## src/rtl/debounce_pkg.sv

```systemverilog
// debounce_pkg: shared debounce defaults and per-channel counter width derivation
package debounce_pkg;
   localparam int N_CH_DEF   = 4;
   localparam int STABLE_DEF = 20;
   function automatic int cnt_w(input int stable);
      return $clog2(stable);
   endfunction
endpackage

```

## src/rtl/debounce_ch.sv

```systemverilog
// debounce_ch: one channel -- two-flop synchronizer, mismatch counter, debounced level and edge pulses
module debounce_ch
   import debounce_pkg::*;
#(
   parameter int STABLE = STABLE_DEF
) (
   input  logic clk,
   input  logic rstv,
   input  logic en,
   input  logic din,
   output logic dout,
   output logic rise,
   output logic fall,
   output logic busy
);
   localparam int CNT_W = cnt_w(STABLE);
   localparam logic [CNT_W-1:0] LAST = CNT_W'(STABLE - 1);
   logic s1_q, s1_d, s2_q, s2_d;
   logic out_q, out_d, rise_q, rise_d, fall_q, fall_d;
   logic mis, load;
   logic [CNT_W-1:0] cnt_q, cnt_d;
   // any cycle where the synced input agrees with the output throws away progress, even with en low
   always_comb begin
      s1_d   = din;
      s2_d   = s1_q;
      mis    = s2_q != out_q;
      load   = en && mis && cnt_q == LAST;
      cnt_d  = (!mis || load) ? '0 : en ? cnt_q + CNT_W'(1) : cnt_q;
      out_d  = load ? s2_q : out_q;
      rise_d = load && s2_q;
      fall_d = load && !s2_q;
   end
   always_ff @(posedge clk or posedge rstv) begin
      if (rstv) begin
         s1_q   <= 1'b0;
         s2_q   <= 1'b0;
         cnt_q  <= '0;
         out_q  <= 1'b0;
         rise_q <= 1'b0;
         fall_q <= 1'b0;
      end else begin
         s1_q   <= s1_d;
         s2_q   <= s2_d;
         cnt_q  <= cnt_d;
         out_q  <= out_d;
         rise_q <= rise_d;
         fall_q <= fall_d;
      end
   end
   assign dout = out_q;
   assign rise = rise_q;
   assign fall = fall_q;
   assign busy = |cnt_q;
endmodule

```

## src/rtl/debounce_bank.sv

```systemverilog
// debounce_bank: N_CH independent debounce channels plus a combined change flag
module debounce_bank
   import debounce_pkg::*;
#(
   parameter int N_CH   = N_CH_DEF,
   parameter int STABLE = STABLE_DEF
) (
   input  logic            clk,
   input  logic            rstv,
   input  logic            en,
   input  logic [N_CH-1:0] inv,
   output logic [N_CH-1:0] outv,
   output logic [N_CH-1:0] rise,
   output logic [N_CH-1:0] fall,
   output logic [N_CH-1:0] busy,
   output logic            any_change
);
   genvar i;
   generate
      for (i = 0; i < N_CH; i++) begin : g_ch
         debounce_ch #(.STABLE(STABLE)) u_ch (
            .clk  (clk),
            .rstv (rstv),
            .en   (en),
            .din  (inv[i]),
            .dout (outv[i]),
            .rise (rise[i]),
            .fall (fall[i]),
            .busy (busy[i])
         );
      end
   endgenerate
   // built only from registered pulse flops, so it lines up with rise/fall
   assign any_change = |(rise | fall);
endmodule

```

## config.mk

```make
export PLATFORM = sky130hd
export DESIGN_NAME = debounce_bank
export DESIGN_NICKNAME = d
export VERILOG_FILES = /design/src/rtl/debounce_pkg.sv /design/src/rtl/debounce_ch.sv /design/src/rtl/debounce_bank.sv
export SDC_FILE = /design/constraint.sdc
export NUM_CORES = 1
export LEC_CHECK = 0
export ABC_AREA = 1
export BUFFER_PORTS_ARGS = -buffer_cell sky130_fd_sc_hd__buf_2
export CAP_MARGIN = 20
export CORE_MARGIN = 2
export CORE_UTILIZATION = 35
export CTS_BUF_LIST = sky130_fd_sc_hd__clkbuf_8
export DETAILED_ROUTE_END_ITERATION = 7
export PLACE_DENSITY_LB_ADDON = 0.3
export SYNTH_ARGS = -nofsm -noshare
export SYNTH_HDL_FRONTEND = slang
export SYNTH_SLANG_ARGS = --single-unit
```

## constraint.sdc

```tcl
create_clock -name clk -period 3.2 [get_ports clk]
set_clock_uncertainty 0.15 [all_clocks]
set_input_delay 0 -clock clk [delete_from_list [all_inputs] [get_ports clk]]
set_output_delay 0 -clock clk [all_outputs]
set_load 0.01 [all_outputs]
```

* Yosys cells after proc, flatten, opt, wreduce, memory -nomap -nowiden
Cells that the tools add are included.
** Storage, ports and cells
- Bits in registers :: 40
- Latch bits :: 0
- Bits in writable memories :: 0
- ROM bits :: 0
- Input bits :: 7
- Output and inout port bits :: 17
- Word-level logic and storage cells :: 82
- Memories :: 0
** Cells by class
- $add $sub $neg :: 4
- Multipliers :: 0
- Div/mod/pow operators :: 0
- Order comparisons :: 0
- Equality and inequality tests :: 8
- Shift operators :: 0
- Muxes and demuxes :: 8
- Bitwise gates (word level) :: 1
- Reduce and logical (&&, ||, !) cells :: 37
** Operators with widths (number)
- two-way mux 5 bit :: 8
- adder 5 x 1 -> 5 bit (second input constant) :: 4
- equality test 5 bit (second input constant) :: 4
- OR reduction 5 bit :: 4
- logical AND 1 bit :: 16
- logical NOT 1 bit :: 8
- nonzero test 2 bit :: 4
- logical OR 1 bit :: 4
- != test 1 bit :: 4
- OR 4 bit :: 1
- OR reduction 4 bit :: 1

* Longest topological paths before layout
Gate-level depths: netlist of run 1.
- Depth after elaboration :: 5
- Gate-level depth with buffers :: 7
- Depth with buffers taken out :: 7

* By module
From an unflattened synthesis of run 1, not the netlist that was laid out.
** Unflattened totals
- Cell total of the unflattened synthesis :: 235
- Area, all modules :: 1958.1 um^2
** By module, submodules not included
- debounce_ch :: instances 4, cells each 55, area each 475.5 um^2, seq. area each 250.2 um^2
- debounce_bank :: instances 1, cells each 15, area each 56.3 um^2, seq. area each 0.0 um^2

* Least setup slack after synthesis of run 1
No wires, ideal clock.
- Path kind :: register to register
- Start point :: reg g_ch[1].u_ch.cnt_q[0]
- End point :: reg g_ch[1].u_ch.cnt_q[4]
- Setup time :: 77 ps
- Data arrival time :: 995 ps
- Data required time :: 2973 ps
- Setup slack :: 1977 ps
- Stages on the path, launching flop included :: 7
- Path buffers :: 0
- Period minus slack after synthesis :: 1223 ps
- Cells stage by stage :: dfrtp_1 -> ha_1 -> nand2_4 -> inv_1 -> nand3_2 -> nand2_2 -> a21oi_1
** Between the ends
- Cells in the longest elaborated chain, start to end :: 4
- Elaborated cells between the ends (all ways) :: 7
- Classes of those cells :: add/sub: 1; eq/ne: 1; mux: 2; reduce/logical: 3
** Ends and longest elaborated chain
- start, declared :: RTL line debounce_ch.sv:21 : logic [CNT_W-1:0] cnt_q, cnt_d;
- start signal, assigned :: RTL line debounce_ch.sv:44 : cnt_q <= cnt_d;
- parallel branches: the longest is 4 deep, another holds adder 5 x 1 -> 5 bit
Several ways; the timed one is not identified. The select of a mux whose other input is x is not followed.
A chain may end at the register's enable or synchronous reset.

* Final worst setup path of run 1
- Start point :: reg g_ch[2].u_ch.fall_q
- End point :: out any_change
** Between the ends
- Cells in the longest elaborated chain, start to end :: 2
** Ends and longest elaborated chain
- start, declared :: RTL line debounce_ch.sv:19 : logic out_q, out_d, rise_q, rise_d, fall_q, fall_d;
- start signal, assigned :: RTL line debounce_ch.sv:47 : fall_q <= fall_d;
- OR 4 bit :: RTL line debounce_bank.sv:34 : assign any_change = |(rise | fall);
- OR reduction 4 bit :: RTL line debounce_bank.sv:34
- end, declared :: RTL line debounce_bank.sv:16 : output logic any_change
No other way between the ends.

==> impl_metrics.ini, run 1 <==
[timing]
finalHoldViolations = 0
clock.fmax_ghz = 0.627
tns_ps = 0
tightest_slew_ps = 566
fin_crit_sh_pct = 49.8
relSlewSlack_pct = 61.9
setup_viol = 0
slew_viol_final = 0
rsz0062_at_grt = false
fin_crit_ps = 1590

[synth]
synth_top_area_share_pct = 50.0
async_reset_ff_share_pct = 100
syn_nets = 236
synth_warnings = 0
yosys-top-cells-area = dfrtp_1 (50%), nor2_1 (7.3%), nand2_1 (7.1%), buf_4 (6.0%), ha_1 (5.0%)
synthCells = 221
yosys_most_used_dff = dfrtp_1
synth_seq_area_share_pct = 50.0
synth_cell_types = 24
syn_avg_cell_area_sq_um = 9.06
syn_area_sq_mm = 0.00200
yosysMostFrequentCell = dfrtp_1
synth_top_area_cell = dfrtp_1
synth_seq_cells = 40
synth_common_cells = dfrtp_1 (40), nor2_1 (39), nand2_1 (38)
synth_edf_count = 0

[power]
p_leak_nw = 1.12
p_switching_mw = 0.225
clock_power_share_pct = 37.2
swShare_pct = 23.3
ir_drop_mv = 0.196
p_total_mw = 0.966
seq_power_share_pct = 54.6
comb_power_share_pct = 8.2
p_int_mw = 0.741
power-per-cell-area_mw_per_mm2 = 436

[floorplan]
row_count = 27
die_w_um = 79.6
ioPinCount = 24
start_util_pct = 36.4
die_y_um = 79.6
core-area_sq_mm = 0.00551
die_area_sq_mm = 0.00634

[worst_setup_path]
cp-start-kind = register
crit_type = reg2out
startpoint = g_ch[2].u_ch.fall
worstRegToRegCells = 6
crit_arrival_ps = 1440
end_kind = output pin
r2r-end = g_ch[1].u_ch.cnt_q[4]
crit_end = any_change
cp.required_ps = 3050
ff2ff_setup_slack_ps = 1850
r2r-start = g_ch[1].u_ch.cnt_q[0]
cp_max_fo = 2

[detailed_routing]
avgViaCountPerCell = 4.28
vias = 1330
drtAntennaViolNets = 0
drc = 0
dr.pass1.iters = 4
route.detailed.wl_per_inst_um = 10.3
drt_iter0_drc = 76
wirelength_um = 3190

[final_layout]
antennaDiodeCount = 0
final_util_pct = 40.2
seq_area_sq_mm = 0.00100
nets = 254
syn2layout_area_growth_pct = 10.7
drive_gt1_share_pct = 20.1
multi_input_area_sq_um = 758
fillers = 548

[global_route]
grt_max_degree = 41
antenna_found_initial = 0
top_usage_layer = met2
grt-ovfl-total = 0
first_global_vias = 1255
met3_usage_pct = 3.17
met2_usage_pct = 18.2
met1_usage_pct = 14.2
track_usage_pct = 11.3
grt_pass1_wl_um = 5550

[cts]
cts_buffers = 5
cts_tree = yes
clockBufferDepth = 2
insertion_delay_ps = 280
path_clk_slew_ps = 70
cts-root-buf = clkbuf_8
htreeDepth = 2
cts_sinks = 40

[run_status]
status = finished, final reports clean

[hold_path]
hold_path.class = in2reg

[placed_design]
port_buffers = 23
hpwl_um = 2160
routabilityCongestion = 0.776

[job]
cap_viol_max_count = 0
## routing by layer
layer | wire, um | share of wire (%)
met1 | 1500 | 47
met2 | 1550 | 49
met3 | 104 | 3.3
met4 | 37 | 1.2
met5 | 0 | 0
## cells in the final DEF, fill, tap and decap left out
cell type       n
o21ai_2         3
buf_2          23
xor2_1          5
buf_4           1
nand3_4         1
nand2_2         2
o21bai_1        4
nand2_4         4
nand3_2         2
ha_1            8
nor2_4          2
a21oi_1         5
nand3_1         8
nor2_1         39
clkbuf_8        7
nor4_1          2
o21ai_0         1
inv_1          23
dfrtp_1        40
inv_2           3
nand4_1         3
o21ai_1         3
nand2_1        38
dlygate4sd3_1   5
nor3_1          7
## cells by family after synthesis
kind of cell	Yosys count	share of synthesized area, %
and+or+nand+nor	108	25.6
buffers and inverters	44	12.1
DFF	40	50.0
AOI/OAI and AO/OA	16	5.06
adders and majority gates	8	5.00
xor gates and xnor gates	5	2.19
## worst min-delay path by stage
stage / startpoint / endpoint / slack [ps] / cells after the start
floorplan: inv[0] / g_ch[0].u_ch.s1_q / -120 / 0
global placement: inv[2] / g_ch[2].u_ch.s1_q / -40 / 1
detailed placement: inv[1] / g_ch[1].u_ch.s1_q / -40 / 1
CTS: en / g_ch[1].u_ch.cnt_q[1] / 80 / 3
global route: en / g_ch[1].u_ch.cnt_q[1] / 100 / 3
finish: en / g_ch[1].u_ch.cnt_q[1] / 90 / 3
## registers in the layout (all words and copies together) (netlist names)
name / cells
g_ch.u_ch.cnt_q: 20
g_ch.u_ch.dout: 4
g_ch.u_ch.fall: 4
g_ch.u_ch.rise: 4
g_ch.u_ch.s1_q: 4
g_ch.u_ch.s2_q: 4
## per-stage QoR
stage                     instance area (sq um)  cells  hold slack (ps)  setup WS, ps
after global placement                     2070    299            -39.1          1880
after CTS                                  2220    311             76.3          1590
final                                      2220    311             86.3          1610
after detailed placement                   2070    299            -39.0          1880
after floorplan                            2000    221             -119          1980
after global routing                       2220    311              101          1460
## power by group through the flow
stage	combinational, mW	clock (mW)	sequential, mW
floorplan	0.0658	0	0.536
global placement	0.0762	0	0.538
detailed placement	0.0774	0	0.538
CTS	0.0823	0.376	0.528
global route	0.0927	0.389	0.529
finish	0.0794	0.359	0.528
## timing repair
action,4_1_cts,5_1_grt
resized for setup,0,0
setup buffers,0,0
hold buffers,5,0
hold endpoints to repair,44,0
## worst max-delay path: stages (launching register included)
cell	delay [ps]
dfrtp_1	380
nor4_1	530
nand2_1	90
buf_2	160
## cell type report
type / instances / area share [%]
clock buffer: 7 / 4.35
inverter: 26 / 4.40
multi-input combinational: 137 / 34.2
sequential: 40 / 45.2
tap: 72 / 4.07
timing repair buffer: 29 / 7.79
(Power assumes the default switching activity.)
==> inputs of run 2 (changes only) <==
- ABC_AREA: 1 -> 0
- clock period: 3.2 -> 1.62 ns (I/O delays scaled with it)
==> impl_metrics.ini, run 2 <==
[run_status]
status = finished, final reports clean

[timing]
fin_crit_ps = 1490
tns_ps = 0
setup_viol = 0
clock.fmax_ghz = 0.671
relSlewSlack_pct = 66.8
fin_crit_sh_pct = 92.0
slew_viol_final = 0
finalHoldViolations = 0
tightest_slew_ps = 497
rsz0062_at_grt = false

[placed_design]
port_buffers = 23
routabilityCongestion = 0.698
hpwl_um = 2340

[worst_setup_path]
worstRegToRegCells = 4
cp.required_ps = 1630
end_kind = register
cp-start-kind = register
cp_max_fo = 4
crit_type = reg2reg
crit_arrival_ps = 1500

[floorplan]
die_w_um = 80.6
die_area_sq_mm = 0.00649
core-area_sq_mm = 0.00557
die_y_um = 80.6
ioPinCount = 24
start_util_pct = 36.8
row_count = 27

[hold_path]
min_path_cells = 3
hold_path.class = in2reg

[final_layout]
syn2layout_area_growth_pct = 12.4
layout_commonest_cell = dfrtp_1
drive_gt1_share_pct = 28.0
fillers = 546
seq_area_sq_mm = 0.00100
largest_register = g_ch.u_ch.cnt_q
largest_register_ffs = 20
multi_input_area_sq_um = 852
nets = 217
layout_common_cells = dfrtp_1 (40), buf_2 (23), nor2_1 (16)
antennaDiodeCount = 0

[synth]
synth_seq_area_share_pct = 48.8
synth_seq_cells = 40
yosysMostFrequentCell = dfrtp_1
synth_common_cells = dfrtp_1 (40), buf_4 (16), nor2_1 (16)
syn_nets = 190
synthCells = 175
synth_edf_count = 0
syn_avg_cell_area_sq_um = 11.7
syn_area_sq_mm = 0.00205
yosys-top-cells-area = dfrtp_1 (49%), buf_4 (5.9%), xor2_1 (5.1%), ha_1 (4.9%), o41ai_2 (3.2%)
synth_top_area_share_pct = 48.8
synth_top_area_cell = dfrtp_1
synth_warnings = 0
async_reset_ff_share_pct = 100
synth_cell_types = 28
yosys_most_used_dff = dfrtp_1

[power]
clock_power_share_pct = 31.5
swShare_pct = 23.9
p_total_mw = 1.85
p_int_mw = 1.41
seq_power_share_pct = 56.9
ir_drop_mv = 0.519
comb_power_share_pct = 11.6
p_switching_mw = 0.442
power-per-cell-area_mw_per_mm2 = 802
p_leak_nw = 1.12

[cts]
cts_buffers = 5
cts_sinks = 40
insertion_delay_ps = 280
clockBufferDepth = 2
cts-root-buf = clkbuf_8
cts_tree = yes
cts_setup_buffers = 0
path_clk_slew_ps = 70
htreeDepth = 2

[detailed_routing]
vias = 1295
met2_length_um = 1510
drc = 0
drt_iter0_drc = 53
dr.pass1.iters = 4
drtAntennaViolNets = 0
avgViaCountPerCell = 4.76
met3WireLength_um = 154
drt-met1-wl_um = 1610
routed.top_layer = met4
route.detailed.wl_per_inst_um = 12.1
wirelength_um = 3290

[job]
cap_viol_max_count = 0

[global_route]
grt_max_degree = 41
grt-ovfl-total = 0
antenna_found_initial = 0
grt_pass1_wl_um = 5790
first_global_vias = 1265
track_usage_pct = 11.7
run 2: cell count changes after synthesis, sizes merged, moves of 5 or more:
| cell | before | now |
|---|---|---|
| nand2 | 44 | 5 |
| nor3 | 7 | 0 |
| nand4 | 3 | 8 |
| nor2 | 41 | 20 |
| xor2 | 5 | 12 |
| nand3 | 11 | 4 |
| inv | 26 | 13 |
| a21oi | 5 | 0 |
| nor3b | 0 | 8 |
run 2: power groups by stage:
stage          Sequential (mW)  Clock [mW]  Combinational, mW
5_1_grt                   1.06       0.655              0.245
2_1_floorplan             1.07           0              0.157
4_1_cts                   1.05       0.612              0.219
3_3_place_gp              1.07           0              0.206
6_report                  1.05       0.582              0.215
3_5_place_dp              1.07           0              0.208
run 2: cell type report:
class | instances | share of cell area [%]
inverter | 13 | 2.11
clock buffer | 5 | 2.98
sequential | 40 | 43.4
multi-input combinational | 103 | 36.9
timing repair buffer | 39 | 10.7
tap | 72 | 3.90
run 2: kinds of logic after synthesis:
logic type	share of synthesized area [%]
AO/OA/AOI/OAI	7.56
flip-flops	48.8
XOR/XNOR	6.82
AND/OR/NAND/NOR	16.8
adder cells (fa/ha/maj)	4.88
multiplexers	4.88
buffers and inverters	10.3
run 2: final timing paths:
kind	start	slack, ps	endpoint
worst max-delay path	g_ch[3].u_ch.cnt_q[0]	130	g_ch[3].u_ch.cnt_q[3]
worst min-delay path	en	5	g_ch[3].u_ch.fall
worst max register to register	g_ch[3].u_ch.cnt_q[0]	130	g_ch[3].u_ch.cnt_q[3]
worst min register to register	g_ch[0].u_ch.s1_q	200	g_ch[0].u_ch.s2_q
max in group asynchronous	rstv	730	g_ch[0].u_ch.s1_q
min in group asynchronous	rstv	230	g_ch[3].u_ch.dout
run 2: metrics by stage:
| stage | hold slack (ps) | setup WS [ps] | std cells | util (%) | instance area (sq um) |
|---|---|---|---|---|---|
| after CTS | 0.970 | 47.1 | 272 | 41.2 | 2300 |
| after floorplan | -119 | 225 | 175 | - | 2050 |
| final | 4.87 | 130 | 272 | 41.4 | 2310 |
| after global routing | 19.4 | 9.72 | 272 | 41.4 | 2310 |
| after detailed placement | -40.7 | 55.6 | 262 | 39.1 | 2180 |
| after global placement | -41.5 | 116 | 262 | 39.1 | 2180 |
run 2: worst max-delay path, stage by stage, from the launching register on:
cell and delay [ps]:
dfrtp_1 400, ha_1 250, nand2_1 160, o41ai_4 310, nor2_1 100
run 2: per-layer routing:
metal	up-vias	GRT usage, %
met5	-	0
met4	0	3.56
met3	2	3.60
met2	23	18.3
met1	637	15.5
li1	633	-
run 2: timing repair:
item / CTS / global route
hold endpoints to repair: 44 / 0
hold buffers: 5 / 0
resized for setup: 0 / 1
setup endpoints to repair: 0 / 4
==> inputs of run 3 (changes only) <==
- CORE_MARGIN: 2 -> 3
==> impl_metrics.ini, run 3 (same netlist as run 2, synthesis figures left out) <==
[global_route]
track_usage_pct = 11.0
met2_usage_pct = 17.1
antenna_found_initial = 0
top_usage_layer = met2
met1_usage_pct = 15.1
grt-ovfl-total = 0
grt_pass1_wl_um = 5760
grt_max_degree = 37
first_global_vias = 1279
met3_usage_pct = 3.47

[worst_setup_path]
ff2ff_setup_slack_ps = 150
cp.required_ps = 1640
r2r-end = g_ch[3].u_ch.cnt_q[4]
crit_type = reg2reg
r2r-start = g_ch[3].u_ch.cnt_q[0]
worstRegToRegCells = 4
end_kind = register
cp_max_fo = 4
crit_arrival_ps = 1490
cp-start-kind = register

[placed_design]
place_area_sq_mm = 0.00217
post-place-ws_ps = 45.9
port_buffers = 23
dp_cells = 259
hpwl_um = 2390
routabilityCongestion = 0.762

[detailed_routing]
drtAntennaViolNets = 0
dr.pass1.iters = 4
drc = 0
wirelength_um = 3290
avgViaCountPerCell = 4.65
drt_iter0_drc = 50
vias = 1266
route.detailed.wl_per_inst_um = 12.1

[run_status]
status = finished, final reports clean

[timing]
holdWs_ps = 28.0
tightest_slew_ps = 421
setup_viol = 0
slew_viol_final = 0
rsz0062_at_grt = false
fin_crit_sh_pct = 90.7
clock.fmax_ghz = 0.681
relSlewSlack_pct = 71.8
fin_crit_ps = 1470
tns_ps = 0
setup_slack_ps = 151
finalHoldViolations = 0

[power]
p_total_mw = 1.92
swShare_pct = 23.9
seq_power_share_pct = 55.0
comb_power_share_pct = 11.0
p_int_mw = 1.46
clock_power_share_pct = 34.1
p_switching_mw = 0.459
power-per-cell-area_mw_per_mm2 = 824
p_leak_nw = 1.13
ir_drop_mv = 0.628

[final_layout]
nets = 214
syn2layout_area_growth_pct = 13.7
fin_area_sq_mm = 0.00233
drive_gt1_share_pct = 27.5
finalNonFillerCells = 272
largest_register = g_ch.u_ch.cnt_q
largest_register_ffs = 20
layout_commonest_cell = dfrtp_1
antennaDiodeCount = 0
final_util_pct = 41.6
layout_common_cells = dfrtp_1 (40), buf_2 (23), nor2_1 (16)

[floorplan]
core-area_sq_mm = 0.00561
ioPinCount = 24
die_area_sq_mm = 0.00682
start_util_pct = 36.6
row_count = 27
die_w_um = 82.6
die_y_um = 82.6

[cts]
htreeDepth = 2
cts-root-buf = clkbuf_8
cts_sinks = 40
cts_tree = yes
insertion_delay_ps = 280
cts_setup_buffers = 0
clockBufferDepth = 2
cts_buffers = 5
path_clk_slew_ps = 70

[job]
cap_viol_max_count = 0

[hold_path]
hold_path.class = in2async
## run 3: cell count changes in the layout (fill, tap and decap cells not counted), sizes merged
cell    previous run  this run
inv               13        15
clkbuf             5         6
buf               34        31
## run 3: area by class of cell
type | count | area, sq um
Tap cell | 72 | 90.1
Sequential cell | 40 | 1000
Inverter | 13 | 48.8
Multi-Input combinational cell | 103 | 866
Clock inverter | 2 | 7.51
Timing Repair Buffer | 36 | 238
Clock buffer | 6 | 82.6
Fill cell | 562 | 3270
## run 3: repair_timing
action,4_1_cts,5_1_grt
gates resized for setup,0,3
setup endpoints to repair,0,8
hold buffers,5,0
hold endpoints to repair,44,0
## run 3: metal layers
layer / share of wire, % / vias to the layer above
met5: 0 / -
met4: 0.21 / 0
met3: 6.1 / 2
met2: 44 / 28
met1: 50 / 605
li1: - / 631
## run 3: worst max path at each step
stage | startpoint | to | slack (ps) | depth (start not counted)
floorplan | g_ch[3].u_ch.cnt_q[0] | g_ch[3].u_ch.cnt_q[0] | 230 | 4
finish | g_ch[3].u_ch.cnt_q[0] | g_ch[3].u_ch.cnt_q[4] | 150 | 4
global route | g_ch[0].u_ch.cnt_q[1] | g_ch[0].u_ch.cnt_q[0] | 40 | 5
detailed placement | g_ch[3].u_ch.cnt_q[0] | g_ch[3].u_ch.cnt_q[0] | 50 | 4
CTS | g_ch[3].u_ch.cnt_q[0] | g_ch[3].u_ch.cnt_q[0] | 40 | 4
global placement | g_ch[3].u_ch.cnt_q[0] | g_ch[3].u_ch.cnt_q[3] | 100 | 4
## run 3: worst max-delay path, stage by stage (launching register included)
cell and delay [ps]:
dfrtp_1 410, ha_2 240, nand2_1 130, o21a_1 230
a32o_1 200
## run 3: power groups by stage
stage | clock, mW | sequential (mW) | combinational, mW
2_1_floorplan | 0 | 1.07 | 0.157
3_3_place_gp | 0 | 1.07 | 0.200
3_5_place_dp | 0 | 1.08 | 0.202
6_report | 0.655 | 1.06 | 0.211
5_1_grt | 0.733 | 1.06 | 0.242
4_1_cts | 0.685 | 1.06 | 0.213
